## src/rtl/qbert_pkg.sv

```systemverilog
// Shared types and helpers for the Q*bert jump controller and its offset mapper.
package qbert_pkg;

  typedef enum logic [2:0] {IDLE, JUMP, FALL, DONE, OVER} state_t;

  typedef enum logic [1:0] {UL, UR, DL, DR} dir_t;

  typedef struct packed {
    logic [1:0] r;
    logic [1:0] n;
  } pos_t;

  // First cube id of each rank, rank 0 in the low field.
  localparam logic [8:0] RANK_BASE = {3'd5, 3'd3, 3'd0};

  function automatic logic [2:0] cube_id(pos_t p);
    logic [2:0] base;
    case (p.r)
      2'd1:    base = RANK_BASE[5:3];
      2'd2:    base = RANK_BASE[8:6];
      default: base = RANK_BASE[2:0];
    endcase
    return base + {1'b0, p.n};
  endfunction

endpackage

```

## src/rtl/qbert_pos_to_offset.sv

```systemverilog
// Combinational cube position to sprite x/y offset; reusable for enemy sprites.
module qbert_pos_to_offset
  import qbert_pkg::*;
#(
  parameter logic [10:0] XLENGTH    = 11'd55,
  parameter logic [10:0] XDIAG_DEMI = 11'd30,
  parameter logic [9:0]  YDIAG_DEMI = 10'd50,
  parameter logic [10:0] X0         = 11'd600,
  parameter logic [9:0]  Y0         = 10'd90
) (
  input  pos_t        pos,
  output logic [10:0] x_offset,
  output logic [9:0]  y_offset
);

  always_comb begin
    x_offset = X0 - ({9'd0, pos.r} * (XLENGTH + XDIAG_DEMI)) - {10'd0, pos.r != 2'd0};
    y_offset = Y0 + ({8'd0, pos.r} * YDIAG_DEMI) + ({8'd0, pos.n} * (YDIAG_DEMI << 1))
             + {9'd0, pos.n != 2'd0};
  end

endmodule

```

## src/rtl/qbert_jump_ctrl.sv

```systemverilog
// Q*bert game-state stage: move FSM, frame-paced jump/fall, lives and visited mask.
// Define QBERT_TOGGLE_EN to make a valid landing toggle (not set) the cube's visited bit.
module qbert_jump_ctrl
  import qbert_pkg::*;
#(
  parameter logic [10:0] XLENGTH     = 11'd55,
  parameter logic [10:0] XDIAG_DEMI  = 11'd30,
  parameter logic [9:0]  YDIAG_DEMI  = 10'd50,
  parameter logic [10:0] X0          = 11'd600,
  parameter logic [9:0]  Y0          = 10'd90,
  parameter logic [3:0]  JUMP_FRAMES = 4'd6,
  parameter logic [4:0]  FALL_FRAMES = 5'd20,
  parameter logic [1:0]  LIVES       = 2'd3
) (
  input  logic        clk,
  input  logic        reset,
  input  logic        frame_tick,
  input  logic        restart,
  input  logic        move_valid,
  input  logic [1:0]  move_dir,
  output logic        move_ready,
  output logic [10:0] x_offset,
  output logic [9:0]  y_offset,
  output logic [5:0]  visited,
  output logic        top_cube,
  output logic [1:0]  lives,
  output logic        falling,
  output logic        game_over
);

  localparam pos_t        SpawnPos  = '{r: 2'd2, n: 2'd0};
  localparam logic [5:0]  SpawnMask = 6'b100000;
  localparam logic [10:0] XSpawn    = X0 - 11'd2 * (XLENGTH + XDIAG_DEMI) - 11'd1;
  localparam logic [9:0]  YSpawn    = Y0 + 10'd2 * YDIAG_DEMI;
  localparam logic [4:0]  JumpLast  = {1'b0, JUMP_FRAMES} - 5'd1;
  localparam logic [4:0]  FallLast  = FALL_FRAMES - 5'd1;

  state_t      state_q, state_d;
  pos_t        pos_q, pos_d, dest_q, dest_d;
  logic        dest_ok_q, dest_ok_d;
  logic [4:0]  cnt_q, cnt_d;
  logic [1:0]  lives_q, lives_d;
  logic [5:0]  visited_q, visited_d;
  logic [10:0] x_q, x_pos;
  logic [9:0]  y_q, y_pos;

  logic signed [2:0] dst_r, dst_n;
  logic              dst_ok;
  logic [5:0]        land_mask;

  // Signed destination so that stepping off either edge is caught.
  always_comb begin
    dst_r = $signed({1'b0, pos_q.r});
    dst_n = $signed({1'b0, pos_q.n});
    case (dir_t'(move_dir))
      UL: begin
        dst_r = dst_r + 3'sd1;
        dst_n = dst_n - 3'sd1;
      end
      UR:      dst_r = dst_r + 3'sd1;
      DL:      dst_r = dst_r - 3'sd1;
      default: begin
        dst_r = dst_r - 3'sd1;
        dst_n = dst_n + 3'sd1;
      end
    endcase
    dst_ok = (dst_r >= 3'sd0) && (dst_r <= 3'sd2) && (dst_n >= 3'sd0) &&
             (dst_n <= 3'sd2 - dst_r);
  end

  always_comb begin
`ifdef QBERT_TOGGLE_EN
    land_mask = visited_q ^ (6'd1 << cube_id(dest_q));
`else
    land_mask = visited_q | (6'd1 << cube_id(dest_q));
`endif
  end

  always_comb begin
    state_d   = state_q;
    pos_d     = pos_q;
    dest_d    = dest_q;
    dest_ok_d = dest_ok_q;
    cnt_d     = cnt_q;
    lives_d   = lives_q;
    visited_d = visited_q;
    if (restart) begin
      state_d   = IDLE;
      pos_d     = SpawnPos;
      dest_d    = SpawnPos;
      dest_ok_d = 1'b0;
      cnt_d     = '0;
      lives_d   = LIVES;
      visited_d = SpawnMask;
    end else begin
      case (state_q)
        IDLE: begin
          if (move_valid) begin
            dest_d    = '{r: dst_r[1:0], n: dst_n[1:0]};
            dest_ok_d = dst_ok;
            cnt_d     = '0;
            state_d   = JUMP;
          end
        end
        JUMP: begin
          if (frame_tick) begin
            if (cnt_q == JumpLast) begin
              cnt_d = '0;
              if (dest_ok_q) begin
                pos_d     = dest_q;
                visited_d = land_mask;
                state_d   = (land_mask == 6'h3F) ? DONE : IDLE;
              end else begin
                state_d = FALL;
              end
            end else begin
              cnt_d = cnt_q + 5'd1;
            end
          end
        end
        FALL: begin
          if (frame_tick) begin
            if (cnt_q == FallLast) begin
              cnt_d   = '0;
              lives_d = lives_q - 2'd1;
              if (lives_q == 2'd1) begin
                state_d = OVER;
              end else begin
                pos_d     = SpawnPos;
                visited_d = visited_q | SpawnMask;
                state_d   = IDLE;
              end
            end else begin
              cnt_d = cnt_q + 5'd1;
            end
          end
        end
        default: ;
      endcase
    end
  end

  always_ff @(posedge clk or negedge reset) begin
    if (!reset) begin
      state_q   <= IDLE;
      pos_q     <= SpawnPos;
      dest_q    <= SpawnPos;
      dest_ok_q <= 1'b0;
      cnt_q     <= '0;
      lives_q   <= LIVES;
      visited_q <= SpawnMask;
    end else begin
      state_q   <= state_d;
      pos_q     <= pos_d;
      dest_q    <= dest_d;
      dest_ok_q <= dest_ok_d;
      cnt_q     <= cnt_d;
      lives_q   <= lives_d;
      visited_q <= visited_d;
    end
  end

  qbert_pos_to_offset #(
    .XLENGTH   (XLENGTH),
    .XDIAG_DEMI(XDIAG_DEMI),
    .YDIAG_DEMI(YDIAG_DEMI),
    .X0        (X0),
    .Y0        (Y0)
  ) u_pos_to_offset (
    .pos     (pos_q),
    .x_offset(x_pos),
    .y_offset(y_pos)
  );

  // Offsets trail the position register by one cycle.
  always_ff @(posedge clk or negedge reset) begin
    if (!reset) begin
      x_q <= XSpawn;
      y_q <= YSpawn;
    end else if (restart) begin
      x_q <= XSpawn;
      y_q <= YSpawn;
    end else begin
      x_q <= x_pos;
      y_q <= y_pos;
    end
  end

  assign move_ready = (state_q == IDLE);
  assign x_offset   = x_q;
  assign y_offset   = y_q;
  assign visited    = visited_q;
  assign top_cube   = (state_q == DONE);
  assign lives      = lives_q;
  assign falling    = (state_q == FALL);
  assign game_over  = (state_q == OVER);

endmodule

```

## config.mk

```make
export PLATFORM = sky130hd
export DESIGN_NAME = qbert_jump_ctrl
export DESIGN_NICKNAME = d
export VERILOG_FILES = /design/src/rtl/qbert_pkg.sv /design/src/rtl/qbert_pos_to_offset.sv /design/src/rtl/qbert_jump_ctrl.sv
export SDC_FILE = /design/constraint.sdc
export NUM_CORES = 1
export LEC_CHECK = 0
export ABC_AREA = 1
export BUFFER_PORTS_ARGS = -buffer_cell sky130_fd_sc_hd__buf_2
export CORE_ASPECT_RATIO = 1.75
export CORE_MARGIN = 10
export CORE_UTILIZATION = 53
export CTS_CLUSTER_DIAMETER = 60
export CTS_CLUSTER_SIZE = 25
export DETAILED_ROUTE_END_ITERATION = 16
export HOLD_SLACK_MARGIN = 0.06
export PLACE_DENSITY = 0.77
export SYNTH_ARGS = -nofsm -noshare
export SYNTH_HDL_FRONTEND = slang
export SYNTH_HIERARCHICAL = 1
export SYNTH_SLANG_ARGS = --single-unit
```

## constraint.sdc

```tcl
create_clock -name clk -period 2.1 [get_ports clk]
set_input_delay 0.105 -clock clk [delete_from_list [all_inputs] [get_ports clk]]
set_output_delay 0.105 -clock clk [all_outputs]
set_load 0.005 [all_outputs]
```

==> results by group <==
Timing
  • Worst Clk Skew: 17.1 ps
  • Final hold slack: 259 ps
  • Fin. max-slew vios: 0
  • Final TNS setup: -608 ps
  • Setup ws final: -154 ps
  • Final setup vio count: 8
  • Fmax: 0.444 GHz
  • Final Critical Period: 2250 ps
  • Period utilisation layout: 107%
  • Unrepaired setup endpoints after global routing: yes
  • Final Hold Fails: 0

Synthesis
  • Area share of the largest cell type after synthesis: 23.4%
  • Largest area contributor in the netlist: dfrtp_1
  • Largest family of logic cells by synthesized area: simple AND/OR/NAND/NOR gates
  • Synth Area in Simple Gates: 25.5%
  • Most instantiated cells after synthesis: 68 x nand2_1, 66 x inv_1, 34 x nor2_1
  • Synth warn: 6
  • Post-synthesis compound-gate area fraction: 6.34%
  • Post-Synth Adder-Cell Area: 15.9%
  • Sequential fraction of the synthesis area: 37.8%
  • Yosys cell types: 37
  • Leading cell type by number of instances after synthesis: nand2_1
  • Top_reg_cell synth: dfrtp_1
  • Syn_nets: 416
  • Synthesized area: 3100 sq um
  • Multiplexer area fraction after synthesis: 0.323%
  • Post-synth EDFFs: 0
  • Top cells by area, synth: dfrtp_1 23%, dfstp_2 14%, ha_1 13%, nand2_1 8.2%, inv_1 8.0%
  • Yosys reg bits: 46
  • Synth Instances: 372
  • Async SR Flop Fraction: 100%
  • Xor-xnor portion of the synthesized cell area: 2.83%
  • Mean Syn Cell Area: 8.33 sq um

Pwr
  • P_leak: 2.00 nW
  • Worst VDD drop: 868 uV
  • Power Density: 1630 nW/um^2

Finish
  • Layout area overhead: 26.5%
  • Final core occ: 69.6%
  • Antenna Cells: 0
  • Layout cells sized above 1: 41.8%
  • Nets: 481

Clock tree
  • H-tree depth: 2
  • Clock Tree Buf Depth: 2
  • CTS tree: yes
  • CTS root buf: clkbuf_8
  • Clock-pin transition on the worst setup and hold timing paths: 80 ps
  • Total clock sinks: 46
  • CTS buffer count: 5
  • Clk_lat worst skew: 310 ps

Floorplan
  • Die area: 9420 sq um
  • Initial Utilization: 55.0%
  • # rows: 36
  • Core area: 5630 sq um
  • Vert. Die Dim: 121 microns
  • IO Count: 40
  • Die W: 77.8 microns

Worst setup path
  • R2R Setup Slk: -150 ps
  • Crit path max-delay family: adder cells
  • Crit Path Class: flop to flop
  • Worst Path Required: 2350 ps
  • CP arrival: 2500 ps
  • CP most frequent cell: nand2_1
  • WP buf/inv: 2
  • Worst R2R Path Depth: 14
  • CP peak stage delay: 630 ps
  • Reg2reg start: dest_q[3]
  • Max FO, Critical Path: 4
  • Worst setup SP type: flop
  • Crit path cell chain: ha_4 -> inv_2 -> ha_4 -> fa_2 -> inv_2 -> nor2_1 -> nand3_1 -> nand2_1 -> nand2_1 -> nor2_2 -> nand3_1 -> nand2_1 -> nand2_1 -> nand2_1
  • R2r endpoint: state_q[0]
  • Crit-path slowest cell: fa_2
  • CP Capture Type: flop

Worst hold path
  • Hold Path Depth: 4
  • Hold Startpoint: restart
  • Min-Delay Endpoint: cnt_q[4]
  • Hold Crit Class: input pin to flop

Placed design
  • DP Worst Slack: -162 ps
  • Number of port buffers: 39
  • DP Wirelength: 5270 microns
  • Routability congestion estimate: 0.952

GRT
  • GR Util All Layers: 15.4%
  • First-pass GRT wire length: 11900 microns
  • Initial antenna violation count: 0
  • Largest net degree at the start of global routing: 28
  • Vias in the first global route: 2730
  • GR Overflow Total: 0

Detailed routing
  • DR pass1 iterations: 4
  • Initial DRC count: 115
  • Vias per cell: 5.12
  • Final wirelength: 7290 microns
  • Via Count: 2630
  • Detail Route Antenna Nets: 0
  • Wire per inst: 14.2 microns
  • # DRC: 0

Run
  • Number of max-cap violations: 0

Outcome
  • Outcome: finished with violations
  • Failing checks: negative setup slack
logic make-up after synthesis:
logic type	after synthesis
other	1
AO/OA/AOI/OAI	34
XOR/XNOR	10
adder cells (fa/ha/maj)	37
buffers and inverters	82
AND/OR/NAND/NOR	161
multiplexers	1
flip-flops	46
tightest hold or removal path, stage by stage:
cell and delay (ps):
buf_2 100, inv_2 150, nand3_1 130, nand2_1 40
layout make-up:
class	instances	area [sq um]
inverter	72	275
sequential	46	1180
clock buffer	6	72.6
multi-input combinational	244	1840
timing repair buffer	68	448
fill	434	1710
clock inverter	2	10.0
tap	76	95.1
worst max-delay path by stage:
| stage | from | end | slack, ps | depth (start not counted) |
|---|---|---|---|---|
| floorplan | dest_q[3] | state_q[0] | 2 | 14 |
| global placement | dest_q[3] | state_q[0] | -50 | 13 |
| detailed placement | dest_q[3] | state_q[0] | -160 | 13 |
| CTS | dest_q[3] | state_q[0] | -90 | 13 |
| global route | dest_q[3] | state_q[0] | -310 | 13 |
| finish | dest_q[3] | state_q[0] | -150 | 14 |
registers in the layout, summed over array words and instances (netlist names):
signal	cells
visited	6
dest_q	4
dest_ok_q	1
x_offset	11
pos_q	4
state_q	3
lives	2
y_offset	10
cnt_q	5
metal layers:
layer  GRT usage (%)  vias up  share of wire [%]
met2            29.2       90                 56
met1            14.8     1242                 35
met3            3.12       26                5.3
li1                -     1272                  -
met4            8.60        0                3.9
met5               0        -                  0
power breakdown:
group	leakage, nW	switching, mW	internal [mW]	total [mW]
registers	0.564	0.199	1.25	1.45
clock network	0.0450	0.296	0.231	0.527
logic	1.40	2.39	2.01	4.40
timing repair:
action,in CTS,in global routing
endpoints found under the setup margin,6,10
pin swaps,11,24
hold buffers,1,0
gates resized for setup,11,43
buffers inserted,1,7
hold endpoints to repair,16,0
placed cells by master, fill, tap and decap left out, types with 5 or more instances in the layout:
master and count:
o21ai_1 9, inv_1 54, or2_2 12, nand2_2 13
nand3_2 6, nand2_4 5, clkbuf_8 5, xor2_1 6
dfstp_2 17, dfrtp_1 26, buf_4 24, nand2_1 56
ha_4 11, ha_1 22, nand3_1 17, inv_2 16
nor2_1 31, buf_2 39, o21ai_0 10
through the flow:
stage | instances | power (mW) | area [sq um]
floorplan | 372 | 3.73 | 3160
global placement | 497 | 4.51 | 3540
detailed placement | 497 | 4.68 | 3540
CTS | 507 | 5.41 | 3690
global route | 514 | 6.92 | 3920
finish | 514 | 6.38 | 3920
No activity file was read; power rests on OpenSTA's default activity.
